## src/rtl/calc_pkg.sv

```systemverilog
// ---------------------------------------------------------------------------
// calc_pkg
// Shared definitions for the calc_int multiply scheduler:
//   state_e      - scheduler FSM states (IDLE / WAIT / RESP)
//   FP_INF       - IEEE-754 single +infinity
//   FP_EXP_MAX   - all-ones single-precision exponent (Inf/NaN)
//   MUL_LAT_DEF  - default settle latency of the iterative multiplier core
//   idx_onehot() - requester index to one-hot response vector
// ---------------------------------------------------------------------------
package calc_pkg;

   typedef enum logic [1:0] {
      IDLE = 2'd0,
      WAIT = 2'd1,
      RESP = 2'd2
   } state_e;

   localparam logic [31:0] FP_INF      = 32'h7F80_0000;
   localparam logic [7:0]  FP_EXP_MAX  = 8'hFF;
   localparam int          MUL_LAT_DEF = 28;

   function automatic logic [1:0] idx_onehot(input logic idx);
      return idx ? 2'b10 : 2'b01;
   endfunction

endpackage

```

## src/rtl/fmul_sched_if.sv

```systemverilog
// ---------------------------------------------------------------------------
// fmul_sched_if
// Bundles the requester handshakes and the multiplier-core operand/result
// bus of fmul_sched.
//   slave  modport : the scheduler itself
//   master modport : the surrounding datapath (requesters + core)
// Signals:
//   req_valid/req_ready [1:0]   request handshake, one bit per requester
//   req_a0/req_b0/req_a1/req_b1 operands (IEEE-754 single)
//   rsp_valid/rsp_ready [1:0]   response handshake, one-hot valid
//   rsp_s, rsp_ovf              product and overflow flag
//   mul_a, mul_b                operands held on the core
//   mul_s, mul_ovf              core result
//   busy                        scheduler not idle
// ---------------------------------------------------------------------------
interface fmul_sched_if;
   logic [1:0]  req_valid;
   logic [1:0]  req_ready;
   logic [31:0] req_a0;
   logic [31:0] req_b0;
   logic [31:0] req_a1;
   logic [31:0] req_b1;
   logic [1:0]  rsp_valid;
   logic [1:0]  rsp_ready;
   logic [31:0] rsp_s;
   logic        rsp_ovf;
   logic [31:0] mul_a;
   logic [31:0] mul_b;
   logic [31:0] mul_s;
   logic        mul_ovf;
   logic        busy;

   modport slave (
      input  req_valid, req_a0, req_b0, req_a1, req_b1, rsp_ready, mul_s, mul_ovf,
      output req_ready, rsp_valid, rsp_s, rsp_ovf, mul_a, mul_b, busy
   );

   modport master (
      output req_valid, req_a0, req_b0, req_a1, req_b1, rsp_ready, mul_s, mul_ovf,
      input  req_ready, rsp_valid, rsp_s, rsp_ovf, mul_a, mul_b, busy
   );
endinterface

```

## src/rtl/rr_arb2.sv

```systemverilog
// ---------------------------------------------------------------------------
// rr_arb2
// Purely combinational 2-way round-robin arbiter.
//   req_i   [1:0] request vector
//   last_i        index granted most recently
//   grant_o [1:0] one-hot grant (all zero when no request)
// With both requesting, the index that was not served last wins; a lone
// requester always wins.
// ---------------------------------------------------------------------------
module rr_arb2 (
   input  logic [1:0] req_i,
   input  logic       last_i,
   output logic [1:0] grant_o
);

   assign grant_o[0] = req_i[0] & (~req_i[1] |  last_i);
   assign grant_o[1] = req_i[1] & (~req_i[0] | ~last_i);

endmodule

```

## src/rtl/fmul_sched.sv

```systemverilog
// ---------------------------------------------------------------------------
// fmul_sched
// Shares one iterative single-precision multiplier core between two
// requesters. A round-robin winner's operands are latched onto the core and
// held for MUL_LAT cycles, the core result is captured and then returned to
// that requester over a valid/ready handshake.
// Ports:
//   clk  - rising-edge clock
//   rst  - synchronous, active-high reset
//   bus  - fmul_sched_if.slave (requests, responses, core bus, busy)
// Parameter:
//   MUL_LAT - core settle latency in cycles, 2..255
// Build option:
//   FMUL_SCHED_FASTPATH_EN - Inf/NaN or zero operands bypass the core and
//                            respond in the cycle after accept.
// ---------------------------------------------------------------------------
module fmul_sched
   import calc_pkg::*;
#(
   parameter int MUL_LAT = MUL_LAT_DEF
) (
   input  logic         clk,
   input  logic         rst,
   fmul_sched_if.slave  bus
);

   localparam logic [7:0] LAST_CNT = 8'(MUL_LAT - 1);

   state_e      state_q, state_d;
   logic [7:0]  cnt_q, cnt_d;
   logic        last_q, last_d;
   logic        id_q, id_d;
   logic [31:0] mul_a_q, mul_a_d;
   logic [31:0] mul_b_q, mul_b_d;
   logic [31:0] rsp_s_q, rsp_s_d;
   logic        rsp_ovf_q, rsp_ovf_d;
   logic [1:0]  rsp_valid_q, rsp_valid_d;
   logic        busy_q, busy_d;

   logic [1:0]  grant;
   logic [1:0]  req_ready;
   logic        accept;
   logic        gidx;
   logic [31:0] op_a, op_b;

   rr_arb2 u_arb (
      .req_i   (bus.req_valid),
      .last_i  (last_q),
      .grant_o (grant)
   );

   // Ready is combinational so a request can be taken in the same cycle it
   // first appears.
   assign req_ready = (state_q == IDLE && !rst) ? grant : 2'b00;
   assign accept    = |(bus.req_valid & req_ready);
   assign gidx      = grant[1];
   assign op_a      = gidx ? bus.req_a1 : bus.req_a0;
   assign op_b      = gidx ? bus.req_b1 : bus.req_b0;

   always_comb begin
      // NOTE: every next-state signal gets its hold value first; a path that
      // leaves one unassigned would infer a latch.
      state_d     = state_q;
      cnt_d       = cnt_q;
      last_d      = last_q;
      id_d        = id_q;
      mul_a_d     = mul_a_q;
      mul_b_d     = mul_b_q;
      rsp_s_d     = rsp_s_q;
      rsp_ovf_d   = rsp_ovf_q;
      rsp_valid_d = rsp_valid_q;

      unique case (state_q)
         IDLE: begin
            if (accept) begin
               mul_a_d = op_a;
               mul_b_d = op_b;
               id_d    = gidx;
               last_d  = gidx;
               cnt_d   = '0;
               state_d = WAIT;
`ifdef FMUL_SCHED_FASTPATH_EN
               // Special operands answer without waiting on the core; the
               // core operands are still updated so its bus stays coherent.
               if (op_a[30:23] == FP_EXP_MAX || op_b[30:23] == FP_EXP_MAX) begin
                  rsp_s_d     = FP_INF;
                  rsp_ovf_d   = 1'b1;
                  rsp_valid_d = idx_onehot(gidx);
                  state_d     = RESP;
               end else if (op_a == '0 || op_b == '0) begin
                  rsp_s_d     = '0;
                  rsp_ovf_d   = 1'b0;
                  rsp_valid_d = idx_onehot(gidx);
                  state_d     = RESP;
               end
`endif
            end
         end
         WAIT: begin
            // Exit at MUL_LAT-1 keeps the 8-bit counter from ever wrapping.
            if (cnt_q == LAST_CNT) begin
               rsp_s_d     = bus.mul_s;
               rsp_ovf_d   = bus.mul_ovf;
               rsp_valid_d = idx_onehot(id_q);
               state_d     = RESP;
            end else begin
               cnt_d = cnt_q + 8'd1;
            end
         end
         RESP: begin
            // Only the served requester's ready matters.
            if (bus.rsp_ready[id_q]) begin
               rsp_valid_d = 2'b00;
               state_d     = IDLE;
            end
         end
         default: state_d = IDLE;
      endcase

      busy_d = (state_d != IDLE);
   end

   // NOTE: state updates use non-blocking assignments so every register
   // samples the pre-edge values of the others.
   always_ff @(posedge clk) begin
      if (rst) begin
         // NOTE: the operand and result registers are reset too, not just the
         // control state, because their reset values are visible outputs.
         state_q     <= IDLE;
         cnt_q       <= '0;
         last_q      <= 1'b1;
         id_q        <= 1'b0;
         mul_a_q     <= '0;
         mul_b_q     <= '0;
         rsp_s_q     <= '0;
         rsp_ovf_q   <= 1'b0;
         rsp_valid_q <= 2'b00;
         busy_q      <= 1'b0;
      end else begin
         state_q     <= state_d;
         cnt_q       <= cnt_d;
         last_q      <= last_d;
         id_q        <= id_d;
         mul_a_q     <= mul_a_d;
         mul_b_q     <= mul_b_d;
         rsp_s_q     <= rsp_s_d;
         rsp_ovf_q   <= rsp_ovf_d;
         rsp_valid_q <= rsp_valid_d;
         busy_q      <= busy_d;
      end
   end

   assign bus.req_ready = req_ready;
   assign bus.rsp_valid = rsp_valid_q;
   assign bus.rsp_s     = rsp_s_q;
   assign bus.rsp_ovf   = rsp_ovf_q;
   assign bus.mul_a     = mul_a_q;
   assign bus.mul_b     = mul_b_q;
   assign bus.busy      = busy_q;

endmodule

```

## src/flat_wrapper.sv

```systemverilog
// flat-port wrapper written by rule: the top's interface ports become plain ports
module fmul_sched_flat import calc_pkg::*;
#(
   parameter int MUL_LAT = MUL_LAT_DEF
)
  (clk, rst, bus_req_valid, bus_req_a0, bus_req_b0, bus_req_a1, bus_req_b1, bus_rsp_ready, bus_mul_s, bus_mul_ovf, bus_req_ready, bus_rsp_valid, bus_rsp_s, bus_rsp_ovf, bus_mul_a, bus_mul_b, bus_busy);
  fmul_sched_if bus_i ();
  input  logic clk;
  input  logic rst;
  input wire logic [$bits(bus_i.req_valid)-1:0] bus_req_valid;
  input wire logic [$bits(bus_i.req_a0)-1:0] bus_req_a0;
  input wire logic [$bits(bus_i.req_b0)-1:0] bus_req_b0;
  input wire logic [$bits(bus_i.req_a1)-1:0] bus_req_a1;
  input wire logic [$bits(bus_i.req_b1)-1:0] bus_req_b1;
  input wire logic [$bits(bus_i.rsp_ready)-1:0] bus_rsp_ready;
  input wire logic [$bits(bus_i.mul_s)-1:0] bus_mul_s;
  input wire logic [$bits(bus_i.mul_ovf)-1:0] bus_mul_ovf;
  output wire logic [$bits(bus_i.req_ready)-1:0] bus_req_ready;
  output wire logic [$bits(bus_i.rsp_valid)-1:0] bus_rsp_valid;
  output wire logic [$bits(bus_i.rsp_s)-1:0] bus_rsp_s;
  output wire logic [$bits(bus_i.rsp_ovf)-1:0] bus_rsp_ovf;
  output wire logic [$bits(bus_i.mul_a)-1:0] bus_mul_a;
  output wire logic [$bits(bus_i.mul_b)-1:0] bus_mul_b;
  output wire logic [$bits(bus_i.busy)-1:0] bus_busy;
  assign bus_i.req_valid = bus_req_valid;
  assign bus_i.req_a0 = bus_req_a0;
  assign bus_i.req_b0 = bus_req_b0;
  assign bus_i.req_a1 = bus_req_a1;
  assign bus_i.req_b1 = bus_req_b1;
  assign bus_i.rsp_ready = bus_rsp_ready;
  assign bus_i.mul_s = bus_mul_s;
  assign bus_i.mul_ovf = bus_mul_ovf;
  assign bus_req_ready = bus_i.req_ready;
  assign bus_rsp_valid = bus_i.rsp_valid;
  assign bus_rsp_s = bus_i.rsp_s;
  assign bus_rsp_ovf = bus_i.rsp_ovf;
  assign bus_mul_a = bus_i.mul_a;
  assign bus_mul_b = bus_i.mul_b;
  assign bus_busy = bus_i.busy;
  fmul_sched #(.MUL_LAT(MUL_LAT)) u_core (.clk(clk), .rst(rst), .bus(bus_i));
endmodule
```

## config.mk

```make
export PLATFORM = sky130hd
export DESIGN_NAME = fmul_sched_flat
export DESIGN_NICKNAME = d
export VERILOG_FILES = /design/src/rtl/calc_pkg.sv /design/src/rtl/fmul_sched_if.sv /design/src/rtl/rr_arb2.sv /design/src/rtl/fmul_sched.sv /design/src/flat_wrapper.sv
export SDC_FILE = /design/constraint.sdc
export NUM_CORES = 1
export LEC_CHECK = 0
export ABC_AREA = 1
export CELL_PAD_IN_SITES_DETAIL_PLACEMENT = 1
export CELL_PAD_IN_SITES_GLOBAL_PLACEMENT = 2
export CORE_ASPECT_RATIO = 0.7
export CORE_UTILIZATION = 21
export CTS_CLUSTER_SIZE = 8
export DETAILED_ROUTE_END_ITERATION = 16
export GPL_TIMING_DRIVEN = 0
export PLACE_DENSITY_LB_ADDON = 0.25
export SYNTH_ARGS = -nofsm -noshare
export SYNTH_HDL_FRONTEND = slang
export SYNTH_SLANG_ARGS = --single-unit
```

## constraint.sdc

```tcl
create_clock -name clk -period 3.6 [get_ports clk]
set_input_delay 0.36 -clock clk [delete_from_list [all_inputs] [get_ports clk]]
set_output_delay 0.36 -clock clk [all_outputs]
set_load 0.03 [all_outputs]
```

* Word-level counts from Yosys, hierarchy flattened
Cells that the tools add are included.
** Storage, ports and cells
- Output and inout port bits :: 102
- Bits of input ports :: 167
- Register bits after elaboration :: 112
** Cells by class
- Bitwise gates (word level) :: 8
- Add/subtract/negate cells :: 1
- Magnitude comparators :: 1
- Reductions and logical operators :: 11
- Equal/unequal tests :: 7
- Mux-type cells :: 16
** Operators by type and width (count)
- $mux 32 :: 2
- $mux 8 :: 2
- $pmux 8 s2 :: 1
- $mux 2 :: 7
- $add 8x1->8 const B :: 1
- $eq 8x5->1 const B :: 1
- $ne 2x1->1 const B :: 3
- $pmux 2 s3 :: 1
- $reduce_and 3->1 :: 2
- $reduce_bool 2->1 :: 3
- $pmux 2 s2 :: 1
- $reduce_and 2->1 :: 2
- $not 1->1 :: 3
- $and 1x1->1 :: 2
- $and 2x2->2 :: 1
- $eq 2x1->1 const B :: 1
- $eq 2x2->1 const B :: 1
- $logic_not 2->1 :: 1
- $lt 1x2->1 const B :: 1
- $mux 1 :: 2
- $ne 2x2->1 const B :: 1
- $or 1x1->1 :: 2
- $reduce_or 2->1 :: 1
- $logic_and 1x1->1 :: 1
- $logic_not 1->1 :: 1

* Logic depth before layout (Yosys ltp)
- Depth in word-level cells :: 9
- Gate-level depth with buffers :: 11
- Mapped depth without buffers :: 10

* Modules after synthesis
A second synthesis with hierarchy kept.
** Unflattened totals
- Cell total of the unflattened synthesis :: 582
- Area total of the unflattened synthesis :: 4962.3 sq um
** By module, submodules not included
- fmul_sched :: instances 1, cells each 578, area an instance 4934.7 sq um
- rr_arb2 :: instances 1, cells each 4, area an instance 27.5 sq um

* Worst setup path after synthesis
No wires, ideal clock.
- Kind :: flip-flop to flip-flop
- From :: register u_core.state_q[1]
- To :: register u_core.mul_a_q[19] (netlist: u_core.bus.mul_a[19])
- Setup slack :: 2.052 ns
- Stages on the path, launching flop included :: 8
- Path buffers :: 2
- Data arrival time :: 1.422 ns
- Setup time :: 0.125 ns
- Data required time :: 3.475 ns
- Path through :: dfxtp_1 -> inv_1 -> ha_1 -> nand4_1 -> nand2_1 -> buf_2 -> buf_2 -> a31oi_1
** Between the ends
- Word-level cells in the longest chain between the ends :: 6
** RTL lines
- start: declaration :: RTL line fmul_sched.sv:29 : state_e state_q, state_d;
- start signal: assignment :: RTL line fmul_sched.sv:140 : state_q <= state_d;
- $logic_not 2->1 (*) :: RTL line fmul_sched.sv:54, fmul_sched.sv:73
- $logic_and 1x1->1 :: RTL line fmul_sched.sv:54 : assign req_ready = (state_q == IDLE && !rst) ? grant : 2'b00;
- $mux 2 :: RTL line fmul_sched.sv:54
- $and 2x2->2 :: RTL line fmul_sched.sv:55 : assign accept = |(bus.req_valid & req_ready);
- $reduce_or 2->1 :: RTL line fmul_sched.sv:55
- $reduce_and 2->1 (no source line) (*)
- end signal: assignment :: RTL line fmul_sched.sv:144 : mul_a_q <= mul_a_d;
- end: declaration :: RTL line fmul_sched.sv:33 : logic [31:0] mul_a_q, mul_a_d;
Every way passes the cells marked *; elsewhere a longest branch is shown, timed or not.
A chain may end at the register's enable or synchronous reset.

* Worst setup path in the final report
- From :: register u_core.state_q[1]
- To :: output bus_req_ready[0]
** Between the ends
- Word-level cells in the longest chain between the ends :: 3
** RTL lines
- $logic_not 2->1 :: RTL line fmul_sched.sv:54
- $logic_and 1x1->1 :: RTL line fmul_sched.sv:54
- $mux 2 :: RTL line fmul_sched.sv:54
- end: declaration :: RTL line flat_wrapper.sv:18 : output wire logic [$bits(bus_i.req_ready)-1:0] bus_req_ready;
Every way passes these cells.

==> flow_summary.toml <==
[global_route]
grt_max_degree = 20
grt.total_usage_pct = 17.7
overflow = 0
grt_pass1_wl_um = 32400
antenna_found_initial = 0
first_global_vias = 5743

[synth]
synth_warnings = 0
synth_edf_count = 0
yosys.cell_count.top_type = "dfxtp_1"
yosys.cell_types.count = 20
synth_cells = 643
ys_top_cells_by_area = "dfxtp_1 (47%), nand3_1 (8.4%), a31oi_1 (8.3%), nand2_1 (8.1%), o21ai_0 (5.8%)"
syn_area_um2 = 4820
yosysTopAreaCellShare_pct = 46.6
synthArstFlopShare_pct = 0
synth_common_cells = "dfxtp_1 (112), nand2_1 (104), nand3_1 (81), a31oi_1 (64), o21ai_0 (56)"
yosysTopAreaCell = "dfxtp_1"
synth-seq-area-share_pct = 46.6
syn-num-nets = 815
synthFlopType = "dfxtp_1"
avgSynthCellArea_um2 = 7.49
ys_ff_latch = 112

[setup_path]
crit_path_cell_trace = "inv_1 > ha_1 > inv_2 > nor2_1 > nand3_1 > inv_1 > clkdlybuf4s50_1"
regToRegSetupSlack_ns = 1.49
cpMostUsedCell = "inv_1"
endpoint_kind = "output port"
critical_path_arrival_ns = 2.26
reg2regPathDepth = 7
cp_slowest_stage_delay_ns = 0.72
path_buf_inv = 4
worst_path_max_delay_cell = "clkdlybuf4s50_1"
r2r-end = "u_core.bus.mul_b[4]"
startpoint_type = "register"
timing.rr.start = "u_core.state_q[1]"
worstPathMaxFanout = 5
required_ns = 3.24
path_delay_family = "buffers and inverters"
critical_path_class = "reg2out"

[timing]
layout_min_cycle_time_ns = 2.62
timing.slew.headroom_pct = 49.7
worstMarginPinSlew_ns = 0.755
final_max_slew_viol_count = 0
rsz0062_at_grt = "no"
finalHoldViolCount = 0
fin_crit_sh_pct = 72.7
tns_ns = 0
fmax_mhz = 382
finalSetupViolations = 0
worst_slack_ns = 0.981
skew_ns = 0.0176

[pwr]
power_frac_comb_pct = 27.8
p_leak_nw = 3.03
p_seq_share_pct = 42.0
peakVddDrop_uv = 203
p_sw_mw = 1.05
power.clock.fraction_pct = 30.2
switching_share_pct = 32.0
p_int_mw = 2.23
p_per_area_nw_per_um2 = 401
p_total_mw = 3.28

[clock_network]
postCtsSetupBuffers = 0
numCtsBuffers = 9
cts_buffer_depth = 2
cts_tree = "yes"
cts_hold_buf = 0
cts_sinks = 112
cts-root-buf = "clkbuf_16"
htree_levels = 3
clk_latency_ns = 0.36
cts_resized = 0
path_clk_slew_ns = 0.08

[routing]
drtAntennaViolNets = 0
vias = 5488
routedWlPerCell_um = 17.0
drtIter0Drc = 175
drc = 0
dr.pass1.iters = 4
viasPerCell = 4.45
drt_wl_total_um = 20900

[place]
dp.cells = 1216
post-place-ws_ns = 1.09
hpwl_um = 16000
place_area_um2 = 7880
routabilityCongestion = 0.767
portBuffers = 268

[cells_and_area]
syn_to_final_growth_pct = 69.4
fill_cells = 2678
multi_input_area_um2 = 2100
n_antenna_cell = 0
seqCellArea_um2 = 2240
drive_above_1_share_pct = 3.99
final_cell_area_um2 = 8160
num-nets-final = 1094
layout.cells.non_filler = 1232

[worst_hold_path]
hold_path_depth = 2
hold_path.class = "reg2reg"
hp-start = "u_core.bus.rsp_s[3]"
min_to = "u_core.bus.rsp_s[3]"

[floorplan]
die_x_um = 183
fp.dieH_um = 129
ioPinCount = 269
start_util_pct = 21.8
die_area_um2 = 23600
design.core.area_um2 = 22100
rows = 45

[run_status]
status = "finished clean"

[flow_run]
drv_cap = 0
[worst max path at each step]
stage                           start              endpoint  cells after the start
floorplan           u_core.state_q[1]  u_core.bus.mul_a[19]                      7
global placement                  rst   u_core.bus.rsp_s[2]                      6
detailed placement                rst  u_core.bus.rsp_s[31]                      6
CTS                 u_core.state_q[1]      bus_req_ready[0]                      7
global route        u_core.state_q[1]      bus_req_ready[0]                      7
finish              u_core.state_q[1]      bus_req_ready[0]                      7
[kinds of logic after synthesis]
family / after synthesis / share of synthesized area, %
flip-flops: 112 / 46.6
AO/OA/AOI/OAI: 211 / 23.8
buffers and inverters: 110 / 9.92
AND/OR/NAND/NOR: 205 / 18.4
adder cells (fa/ha/maj): 5 / 1.30
[metrics by stage]
stage	util, %	hold WS [ns]
2_1_floorplan	-	0.451
3_3_place_gp	35.7	0.432
3_5_place_dp	35.7	0.436
4_1_cts	37.0	0.449
5_1_grt	37.0	0.461
6_report	37.0	0.445
[power by group through the flow]
| stage | combinational, mW | clock (mW) | sequential [mW] |
|---|---|---|---|
| detailed placement | 0.917 | 0 | 1.40 |
| floorplan | 0.274 | 0 | 1.57 |
| finish | 0.910 | 0.990 | 1.38 |
| global route | 0.982 | 1.08 | 1.39 |
| global placement | 0.916 | 0 | 1.40 |
| CTS | 0.921 | 1.04 | 1.38 |
[flip-flops by register name, indices dropped and copies added, names as in the netlist, 2 cells and up]
signal and cells:
u_core.bus.mul_a 32, u_core.bus.mul_b 32, u_core.bus.rsp_s 32, u_core.cnt_q 8
u_core.bus.rsp_valid 2, u_core.state_q 2
[per-layer routing]
| layer | wire, um | track usage [%] | vias to the layer above |
|---|---|---|---|
| met5 | 0 | 0 | - |
| met4 | 183 | 3.48 | 0 |
| met3 | 1200 | 4.27 | 13 |
| met2 | 9200 | 27.9 | 149 |
| met1 | 10300 | 24.7 | 2558 |
| li1 | - | - | 2768 |
[cells in the final DEF (no fill, tap or decap)]
cell type          n
buf_6              6
o31ai_1            1
inv_8              2
nor3_1             1
nand2_1          104
inv_6              2
a21oi_1           41
buf_2             16
o21ai_0           56
o21bai_1           1
o21ai_1           46
inv_2              1
o211ai_1           1
dfxtp_1          112
nor2_1            13
a21boi_0           1
ha_1               5
nand4_1            6
clkbuf_16          9
nand3_1           81
clkdlybuf4s50_1  268
inv_1             55
clkbuf_1          34
a31oi_1           64
clkinvlp_4         1
[worst register-to-register path: cells and delay by family, from the launching register on]
kind            cells  cell delay, ns
buf+inv             3            0.68
simple gates        2            0.57
flops               1            0.37
fa+ha+maj           1            0.27
compound gates      1            0.12
[area by class of cell]
cell class,count,area share [%]
plain buffers,54,3.28
clock buffers,11,2.85
clock inverters,5,0.583
inverters,56,2.58
multi-input cells,421,25.7
flip-flops and latches,112,27.5
well taps,305,4.68
repair buffers,268,32.9
Power figures use the tool's default switching activity.
